## src/rtl/seg_decoder_if.sv

```systemverilog
// Handshake bundle between a segment-pattern source, the seg_decoder and the
// consumer of the assembled BCD frames.
interface seg_decoder_if #(
    parameter int NDIGITS = 4
);
    logic [7:0]           seg_in;
    logic                 seg_valid;
    logic                 seg_ready;
    logic [4*NDIGITS-1:0] out_bcd;
    logic                 out_err;
    logic                 out_valid;
    logic                 out_ready;

    modport master (
        output seg_in,
        output seg_valid,
        output out_ready,
        input  seg_ready,
        input  out_bcd,
        input  out_err,
        input  out_valid
    );

    modport slave (
        input  seg_in,
        input  seg_valid,
        input  out_ready,
        output seg_ready,
        output out_bcd,
        output out_err,
        output out_valid
    );
endinterface

```

## src/rtl/seg_decoder.sv

```systemverilog
// Seven-segment pattern decoder: maps each accepted pattern back to a BCD
// nibble and assembles NDIGITS nibbles into one frame under valid/ready.
module seg_decoder #(
    parameter int NDIGITS = 4
) (
    input  logic          clk,
    input  logic          rst_n,
    seg_decoder_if.slave  bus
);
    localparam int DW = 4 * NDIGITS;
    localparam int CW = $clog2(NDIGITS + 1);
    localparam logic [CW-1:0] LAST_CNT = CW'(NDIGITS - 1);

    typedef enum logic {
        COLLECT = 1'b0,
        HOLD    = 1'b1
    } state_t;

    state_t          state_q, state_d;
    logic [CW-1:0]   cnt_q, cnt_d;
    logic [DW-1:0]   dig_q, dig_d;
    logic            err_q, err_d;
    logic [DW-1:0]   out_bcd_q, out_bcd_d;
    logic            out_err_q, out_err_d;
    logic            out_valid_q, out_valid_d;

    logic [3:0]      dec_nib;
    logic            dec_illegal;
    logic [DW+3:0]   dig_shift;
    logic            accept;
    logic            unused_dp;

    // The decimal point carries no digit information.
    assign unused_dp = bus.seg_in[0];

    always_comb begin
        dec_nib     = 4'hE;
        dec_illegal = 1'b1;
        case (bus.seg_in[7:1])
            7'h7E: begin dec_nib = 4'h0; dec_illegal = 1'b0; end
            7'h30: begin dec_nib = 4'h1; dec_illegal = 1'b0; end
            7'h6D: begin dec_nib = 4'h2; dec_illegal = 1'b0; end
            7'h79: begin dec_nib = 4'h3; dec_illegal = 1'b0; end
            7'h33: begin dec_nib = 4'h4; dec_illegal = 1'b0; end
            7'h5B: begin dec_nib = 4'h5; dec_illegal = 1'b0; end
            7'h5F: begin dec_nib = 4'h6; dec_illegal = 1'b0; end
            7'h70: begin dec_nib = 4'h7; dec_illegal = 1'b0; end
            7'h7F: begin dec_nib = 4'h8; dec_illegal = 1'b0; end
            7'h7B: begin dec_nib = 4'h9; dec_illegal = 1'b0; end
            7'h00: begin dec_nib = 4'hF; dec_illegal = 1'b0; end
            default: begin dec_nib = 4'hE; dec_illegal = 1'b1; end
        endcase
    end

    // Widened concatenation keeps the shift legal when NDIGITS is 1.
    assign dig_shift = {dig_q, dec_nib};
    assign accept    = (state_q == COLLECT) && bus.seg_valid;

    always_comb begin
        state_d     = state_q;
        cnt_d       = cnt_q;
        dig_d       = dig_q;
        err_d       = err_q;
        out_bcd_d   = out_bcd_q;
        out_err_d   = out_err_q;
        out_valid_d = out_valid_q;

        case (state_q)
            COLLECT: begin
                if (accept) begin
                    dig_d = dig_shift[DW-1:0];
                    err_d = err_q | dec_illegal;
                    cnt_d = cnt_q + CW'(1);
                    if (cnt_q == LAST_CNT) begin
                        state_d     = HOLD;
                        out_bcd_d   = dig_shift[DW-1:0];
                        out_err_d   = err_q | dec_illegal;
                        out_valid_d = 1'b1;
                    end
                end
            end
            HOLD: begin
                if (bus.out_ready) begin
                    state_d     = COLLECT;
                    cnt_d       = '0;
                    dig_d       = '0;
                    err_d       = 1'b0;
                    out_valid_d = 1'b0;
                end
            end
            default: begin
                state_d = COLLECT;
            end
        endcase
    end

    always_ff @(posedge clk or negedge rst_n) begin
        if (!rst_n) begin
            state_q     <= COLLECT;
            cnt_q       <= '0;
            dig_q       <= '0;
            err_q       <= 1'b0;
            out_bcd_q   <= '0;
            out_err_q   <= 1'b0;
            out_valid_q <= 1'b0;
        end else begin
            state_q     <= state_d;
            cnt_q       <= cnt_d;
            dig_q       <= dig_d;
            err_q       <= err_d;
            out_bcd_q   <= out_bcd_d;
            out_err_q   <= out_err_d;
            out_valid_q <= out_valid_d;
        end
    end

    assign bus.seg_ready = (state_q == COLLECT);
    assign bus.out_bcd   = out_bcd_q;
    assign bus.out_err   = out_err_q;
    assign bus.out_valid = out_valid_q;
endmodule
```

## src/flat_wrapper.sv

```systemverilog
// flat-port wrapper written by rule: the top's interface ports become plain ports
module seg_decoder_flat 
#(
    parameter int NDIGITS = 4
)
  (clk, rst_n, bus_seg_in, bus_seg_valid, bus_out_ready, bus_seg_ready, bus_out_bcd, bus_out_err, bus_out_valid);
  seg_decoder_if #(.NDIGITS(NDIGITS)) bus_i ();
  input  logic clk;
  input  logic rst_n;
  input wire logic [$bits(bus_i.seg_in)-1:0] bus_seg_in;
  input wire logic [$bits(bus_i.seg_valid)-1:0] bus_seg_valid;
  input wire logic [$bits(bus_i.out_ready)-1:0] bus_out_ready;
  output wire logic [$bits(bus_i.seg_ready)-1:0] bus_seg_ready;
  output wire logic [$bits(bus_i.out_bcd)-1:0] bus_out_bcd;
  output wire logic [$bits(bus_i.out_err)-1:0] bus_out_err;
  output wire logic [$bits(bus_i.out_valid)-1:0] bus_out_valid;
  assign bus_i.seg_in = bus_seg_in;
  assign bus_i.seg_valid = bus_seg_valid;
  assign bus_i.out_ready = bus_out_ready;
  assign bus_seg_ready = bus_i.seg_ready;
  assign bus_out_bcd = bus_i.out_bcd;
  assign bus_out_err = bus_i.out_err;
  assign bus_out_valid = bus_i.out_valid;
  seg_decoder #(.NDIGITS(NDIGITS)) u_core (.clk(clk), .rst_n(rst_n), .bus(bus_i));
endmodule
```

## config.mk

```make
export PLATFORM = sky130hd
export DESIGN_NAME = seg_decoder_flat
export DESIGN_NICKNAME = d
export VERILOG_FILES = /design/src/rtl/seg_decoder_if.sv /design/src/rtl/seg_decoder.sv /design/src/flat_wrapper.sv
export SDC_FILE = /design/constraint.sdc
export NUM_CORES = 1
export LEC_CHECK = 0
export ABC_AREA = 1
export CAP_MARGIN = 20
export CELL_PAD_IN_SITES_DETAIL_PLACEMENT = 1
export CELL_PAD_IN_SITES_GLOBAL_PLACEMENT = 1
export CORE_ASPECT_RATIO = 2
export CORE_MARGIN = 4
export CORE_UTILIZATION = 40
export CTS_BUF_LIST = sky130_fd_sc_hd__clkbuf_4
export CTS_CLUSTER_DIAMETER = 120
export DETAILED_ROUTE_END_ITERATION = 16
export GPL_TIMING_DRIVEN = 0
export PLACE_DENSITY_LB_ADDON = 0.1
export SLEW_MARGIN = 20
export SYNTH_ARGS = -nofsm -noshare
export SYNTH_HDL_FRONTEND = slang
export SYNTH_SLANG_ARGS = --single-unit
```

## constraint.sdc

```tcl
create_clock -name clk -period 1.85 [get_ports clk]
set_clock_uncertainty 0.05 [all_clocks]
set_input_delay 0.37 -clock clk [delete_from_list [all_inputs] [get_ports clk]]
set_output_delay 0.37 -clock clk [all_outputs]
set_load 0.02 [all_outputs]
```

# Word-level counts from Yosys, hierarchy flattened
# Index checks and enable logic that the tools add are counted.
dict set report word_totals {
  out_inout_bits 19
  ff_bits 35
  word_cells 48
}
dict set report classes {
  muxes 18
  add_sub_neg 1
  eq_ne 14
  n_reduce_logical 6
  bitwise 2
}
# op count
set op_table {}
lappend op_table {{$eq 7x7->1 const B} 8}
lappend op_table {{$pmux 4 s11} 1}
lappend op_table {{$mux 12} 2}
lappend op_table {{$pmux 12 s2} 1}
lappend op_table {{$eq 7x6->1 const B} 2}
lappend op_table {{$reduce_or 11->1} 1}
lappend op_table {{$mux 1} 8}
lappend op_table {{$logic_not 7->1} 1}
lappend op_table {{$mux 3} 2}
lappend op_table {{$pmux 1 s2} 3}
lappend op_table {{$pmux 3 s2} 1}
lappend op_table {{$reduce_and 3->1} 2}
lappend op_table {{$ne 2x1->1 const B} 2}
lappend op_table {{$add 3x1->3 const B} 1}
lappend op_table {{$eq 3x2->1 const B} 1}
lappend op_table {{$ne 2x2->1 const B} 1}
lappend op_table {{$reduce_and 2->1} 1}
lappend op_table {{$logic_and 1x1->1} 1}
lappend op_table {{$not 1->1} 1}
lappend op_table {{$or 1x1->1} 1}

# Logic depth before layout (Yosys ltp)
dict set report depth {
  depth_word 6
  ltp_mapped 10
}

# Worst setup path before layout
# Ideal clock, no wire load.
dict set report synth_path {
  path_kind {register to register}
  from {register u_core.cnt_q[0]}
  to {register u_core.out_bcd_q[4] (netlist: u_core.bus.out_bcd[4])}
  arrival_ns 1.107
  setup_time_ns 0.126
  path_slack_ns 0.567
  required_time_ns 1.674
  stages_incl_launch_ff 6
  path_cell_list {dfrtp_1 -> ha_1 -> ha_1 -> nand2_1 -> clkbuf_2 -> o21ai_0}
}
dict set report synth_via {
  elab_chain_cells 2
}
# item line
set synth_lines {}
lappend synth_lines {{from (decl)} seg_decoder.sv:20} ;# logic [CW-1:0] cnt_q, cnt_d;
lappend synth_lines {{from (signal assigned)} seg_decoder.sv:108} ;# cnt_q <= cnt_d;
lappend synth_lines {{$eq 3x2->1} seg_decoder.sv:74} ;# if (cnt_q == LAST_CNT) begin
lappend synth_lines {{$reduce_and 3->1 (no line)} -}
lappend synth_lines {{to (signal assigned)} seg_decoder.sv:111} ;# out_bcd_q <= out_bcd_d;
lappend synth_lines {{to (decl)} seg_decoder.sv:23} ;# logic [DW-1:0] out_bcd_q, out_bcd_d;
# Every way passes these cells.
# A chain may end at the register's enable or synchronous reset.

# Worst setup path in the final report
dict set report layout_path {
  from {register u_core.out_bcd_q[3] (netlist: u_core.bus.out_bcd[3])}
  to {output port bus_out_bcd[3]}
}
# item line
set layout_rtl {}
lappend layout_rtl {{to (decl)} flat_wrapper.sv:14} ;# output wire logic [$bits(bus_i.out_bcd)-1:0] bus_out_bcd;
# No word-level cell between the ends.

==> summary by stage <==
Outcome
The flow ran to the end, and the final reports show no timing, DRC or antenna violations.

Logic synthesis
The synthesis-stage register bit count is 35. The share of the Yosys chip area taken by registers is 0.530. The number of different library cells in the post-synthesis netlist is 24. The synthesized area is around 0.0017 mm^2. Synthesis handed over a netlist of 192 instances. Averaged over all synthesized cells, the footprint is 8.60 um^2. After synthesis, the cell types taking the most area are sky130_fd_sc_hd__dfrtp_1, sky130_fd_sc_hd__nand2_1, sky130_fd_sc_hd__inv_1.

The share of synthesized area in the top cell type comes to 0.530. The leading area contributor after synthesis is sky130_fd_sc_hd__dfrtp_1. During synthesis, Yosys emitted a total of 0 warnings.

The synthesized net count is 206.

Placement
The last weighted congestion value of the routability-driven placer is 0.878. Port buffering added 29 buffers. Detailed placement ended at an HPWL of 3.53 mm. Before CTS, the worst setup slack after placement is -0.143 ns. Including well taps, the total number of placed cells is 272.

Drt
Once detail routing completed, the nets flagged for antenna violations numbered 0. After detailed routing, the total wire length is 4.27 mm. The via density per instance is 5.03. The final route contains 1,408 vias. The number of remaining DRC errors is 0. The final routed wire length divided by cell count is 15.3 um. The first routing iteration left 18 violations. The first detailed-routing pass ran for 4 iterations.

Clock tree
The worst-case clock buffer depth is 2. The root buffer cell chosen for the clock tree is sky130_fd_sc_hd__clkbuf_4. The H-tree depth is 2. The clock sink total is 35.

The number of clock buffers inserted by TritonCTS is 5. The total of hold buffers inserted after clock tree synthesis is 0. Clock-pin slew was measured on the worst setup and hold paths at around 0.10 ns. TritonCTS built the clock tree. The insertion delay of the later-clocked pin in the worst-skew pair is 0.34 ns.

Timing
The smallest clock period supported by the final layout is computed as 1.76 ns. Setup slack closes at 0.0854 ns. The transition time at the pin with the least slew margin is 0.764 ns. Setup violations remaining at the end of the flow were counted as 0.

The final critical-path share of the clock period is 0.954. Setup repair after global routing left no endpoint under its margin. The sum of negative setup slack is 0 ns. Static timing analysis puts the maximum clock frequency at 567 MHz.

Measured against its own limit, the worst slew margin works out to 0.491. The total count of hold-check failures in the final report came to 0. The final count of pins violating max slew is 0.

Final layout
Leaving out fill and tap cells, the most frequent cells in the layout are sky130_fd_sc_hd__nand2_1, sky130_fd_sc_hd__dfrtp_1, sky130_fd_sc_hd__clkdlybuf4s50_1. After filler insertion, the fill cell instance count of the layout stands at 508. The non-filler instance count after layout is 280. In the final layout, the multi-input gates occupy 661 um^2. The most common cell after layout, fill and taps aside is sky130_fd_sc_hd__nand2_1. The antenna diode instance count is 0.

The area growth from synthesis to layout is 24.5%. The net count of the finished layout is 242. The ratio of cells with drive above 1 in the final layout is 0.175.

The register area is 876 um^2.

Setup path
The signal on the critical path passes through clkdlybuf4s50_1. Among all stages on the critical path, the largest delay is contributed by sky130_fd_sc_hd__clkdlybuf4s50_1. The worst-case reg-to-reg path depth is 6. Counting both buffers and inverters, the worst setup path holds a total of 1. The startpoint identified for the worst register-to-register timing path is u_core.cnt_q[0]$_DFFE_PN0P_. The top cell family by delay on the critical path is buffers and inverters. For this run, the slowest stage of the critical path takes 0.62 ns. At the worst endpoint, the arrival time is 1.34 ns. The startpoint kind of the worst setup timing path is a register. The critical path ends at bus_out_bcd[3].

The worst setup slack for register-to-register paths is 0.32 ns. The critical path class is register to primary output. The worst-path maximum fanout is 2. The required time at the endpoint of the critical path is 1.43 ns. In this run the number of cells on the critical path is 1.

The critical path starts at u_core.bus.out_bcd[3]$_DFFE_PN0P_. STA classifies the critical path endpoint as a primary output. The worst register-to-register path ends at u_core.bus.out_bcd[13]$_DFFE_PN0P_.

Die
The die extent in y is 98.9 um. The chip width is 53.4 um. The total area inside the core boundary comes to 0.00392 mm^2. For this design the top-level I/O count stands at 31.

Row generation in the floorplan step produced 32 rows. The die footprint is 0.00528 mm^2. For this configuration, the core starts out at a cell density of 0.421.

Global routing
The first-pass GRT wire length is 7.20 mm. The via count of the first global-routing pass came to 1,587. The pin count of the biggest net entering global routing is 36. The total overflow left after global routing is 0. The overall routing resource usage is 0.189. The number of antenna violations at the first check in global routing is 0.

Power and ir drop
The power density over the cells is between 1000 and 1500 mW/mm^2. For this design the static power due to leakage is approximately 1.0 nW. The worst-case vdd ir drop is 0.453 mV.

Run
Max-cap violations in this run came to 0.

Worst hold path
The path category of the worst min-delay check is input pin to async pin.
[metrics by stage]
| stage | utilization | total power [mW] | instance area, um^2 | hold slack [ns] |
|---|---|---|---|---|
| 6_report | 0.524 | 2.91 | 2060 | 0.0373 |
| 5_1_grt | 0.524 | 3.12 | 2060 | 0.0933 |
| 4_1_cts | 0.524 | 2.96 | 2060 | 0.0686 |
| 3_5_place_dp | 0.510 | 2.53 | 2000 | 0.424 |
| 3_3_place_gp | 0.511 | 2.42 | 2010 | 0.415 |
| 2_1_floorplan | - | 1.91 | 1650 | 0.0244 |
[power by group]
group	leakage, nW	total [mW]	internal (mW)	switching (mW)
registers	0.438	1.23	1.07	0.158
clock network	0.0361	0.432	0.177	0.255
logic	0.569	1.25	0.527	0.723
total	1.04	2.91	1.78	1.14
[cells in the mapped netlist]
library cell               instances
sky130_fd_sc_hd__inv_1            20
sky130_fd_sc_hd__a22o_1            1
sky130_fd_sc_hd__nor3_2            1
sky130_fd_sc_hd__nor2_1           11
sky130_fd_sc_hd__ha_1              2
sky130_fd_sc_hd__nor2_8            1
sky130_fd_sc_hd__nor2_4            2
sky130_fd_sc_hd__inv_2             5
sky130_fd_sc_hd__o21ai_0          10
sky130_fd_sc_hd__a21oi_1           2
sky130_fd_sc_hd__nand3_1           5
sky130_fd_sc_hd__dfrtp_1          35
sky130_fd_sc_hd__nor3_1            2
sky130_fd_sc_hd__clkbuf_1          1
sky130_fd_sc_hd__nand3_4           1
sky130_fd_sc_hd__buf_4             1
sky130_fd_sc_hd__o21ai_1           6
sky130_fd_sc_hd__nand2_2          12
sky130_fd_sc_hd__nor2_2            4
sky130_fd_sc_hd__o22ai_1           9
sky130_fd_sc_hd__clkbuf_2          1
sky130_fd_sc_hd__nand2_1          57
sky130_fd_sc_hd__buf_2             1
sky130_fd_sc_hd__nand3_2           2
[worst min path at each step]
| stage | start | to | slack [ns] | cells past startpoint |
|---|---|---|---|---|
| floorplan | rst_n | u_core.bus.out_bcd[0]$_DFFE_PN0P_ | 0.02 | 0 |
| global placement | u_core.bus.out_bcd[6]$_DFFE_PN0P_ | u_core.bus.out_bcd[6]$_DFFE_PN0P_ | 0.41 | 2 |
| detailed placement | u_core.bus.out_bcd[7]$_DFFE_PN0P_ | u_core.bus.out_bcd[7]$_DFFE_PN0P_ | 0.42 | 2 |
| CTS | rst_n | u_core.dig_q[11]$_DFFE_PN0P_ | 0.07 | 1 |
| global route | rst_n | u_core.dig_q[11]$_DFFE_PN0P_ | 0.09 | 1 |
| finish | rst_n | u_core.dig_q[11]$_DFFE_PN0P_ | 0.04 | 1 |
[kinds of logic after synthesis]
| kind of cell | share of synthesized area |
|---|---|
| AND/OR/NAND/NOR | 0.291 |
| AO/OA/AOI/OAI | 0.0939 |
| flip-flops | 0.530 |
| adder cells (fa/ha/maj) | 0.0151 |
| buffers and inverters | 0.0697 |
[routing by layer]
layer  GRT usage  routed length [um]
met2       0.367                2620
met1       0.164                1300
met4       0.110                 204
met5           0                   0
met3      0.0287                 151
[timing repair]
item,4_1_cts,5_1_grt
setup endpoints to repair,1,0
endpoints found under the hold margin,0,0
buffers inserted,0,0
gates resized for setup,1,0
[state kept, by name, indices dropped and copies added (netlist names)]
register              count
u_core.bus.out_bcd       16
u_core.bus.out_err        1
u_core.bus.out_valid      1
u_core.cnt_q              3
u_core.dig_q             12
u_core.err_q              1
u_core.state_q            1
[layout make-up]
class,count,share of cell area
sequential,35,0.426
multi-input combinational,128,0.321
clock buffer,7,0.0255
clock inverter,1,0.00243
tap,51,0.0310
buffer,4,0.0103
inverter,25,0.0456
timing repair buffer,29,0.138
Note: power is estimated with default switching activity, not from simulation.
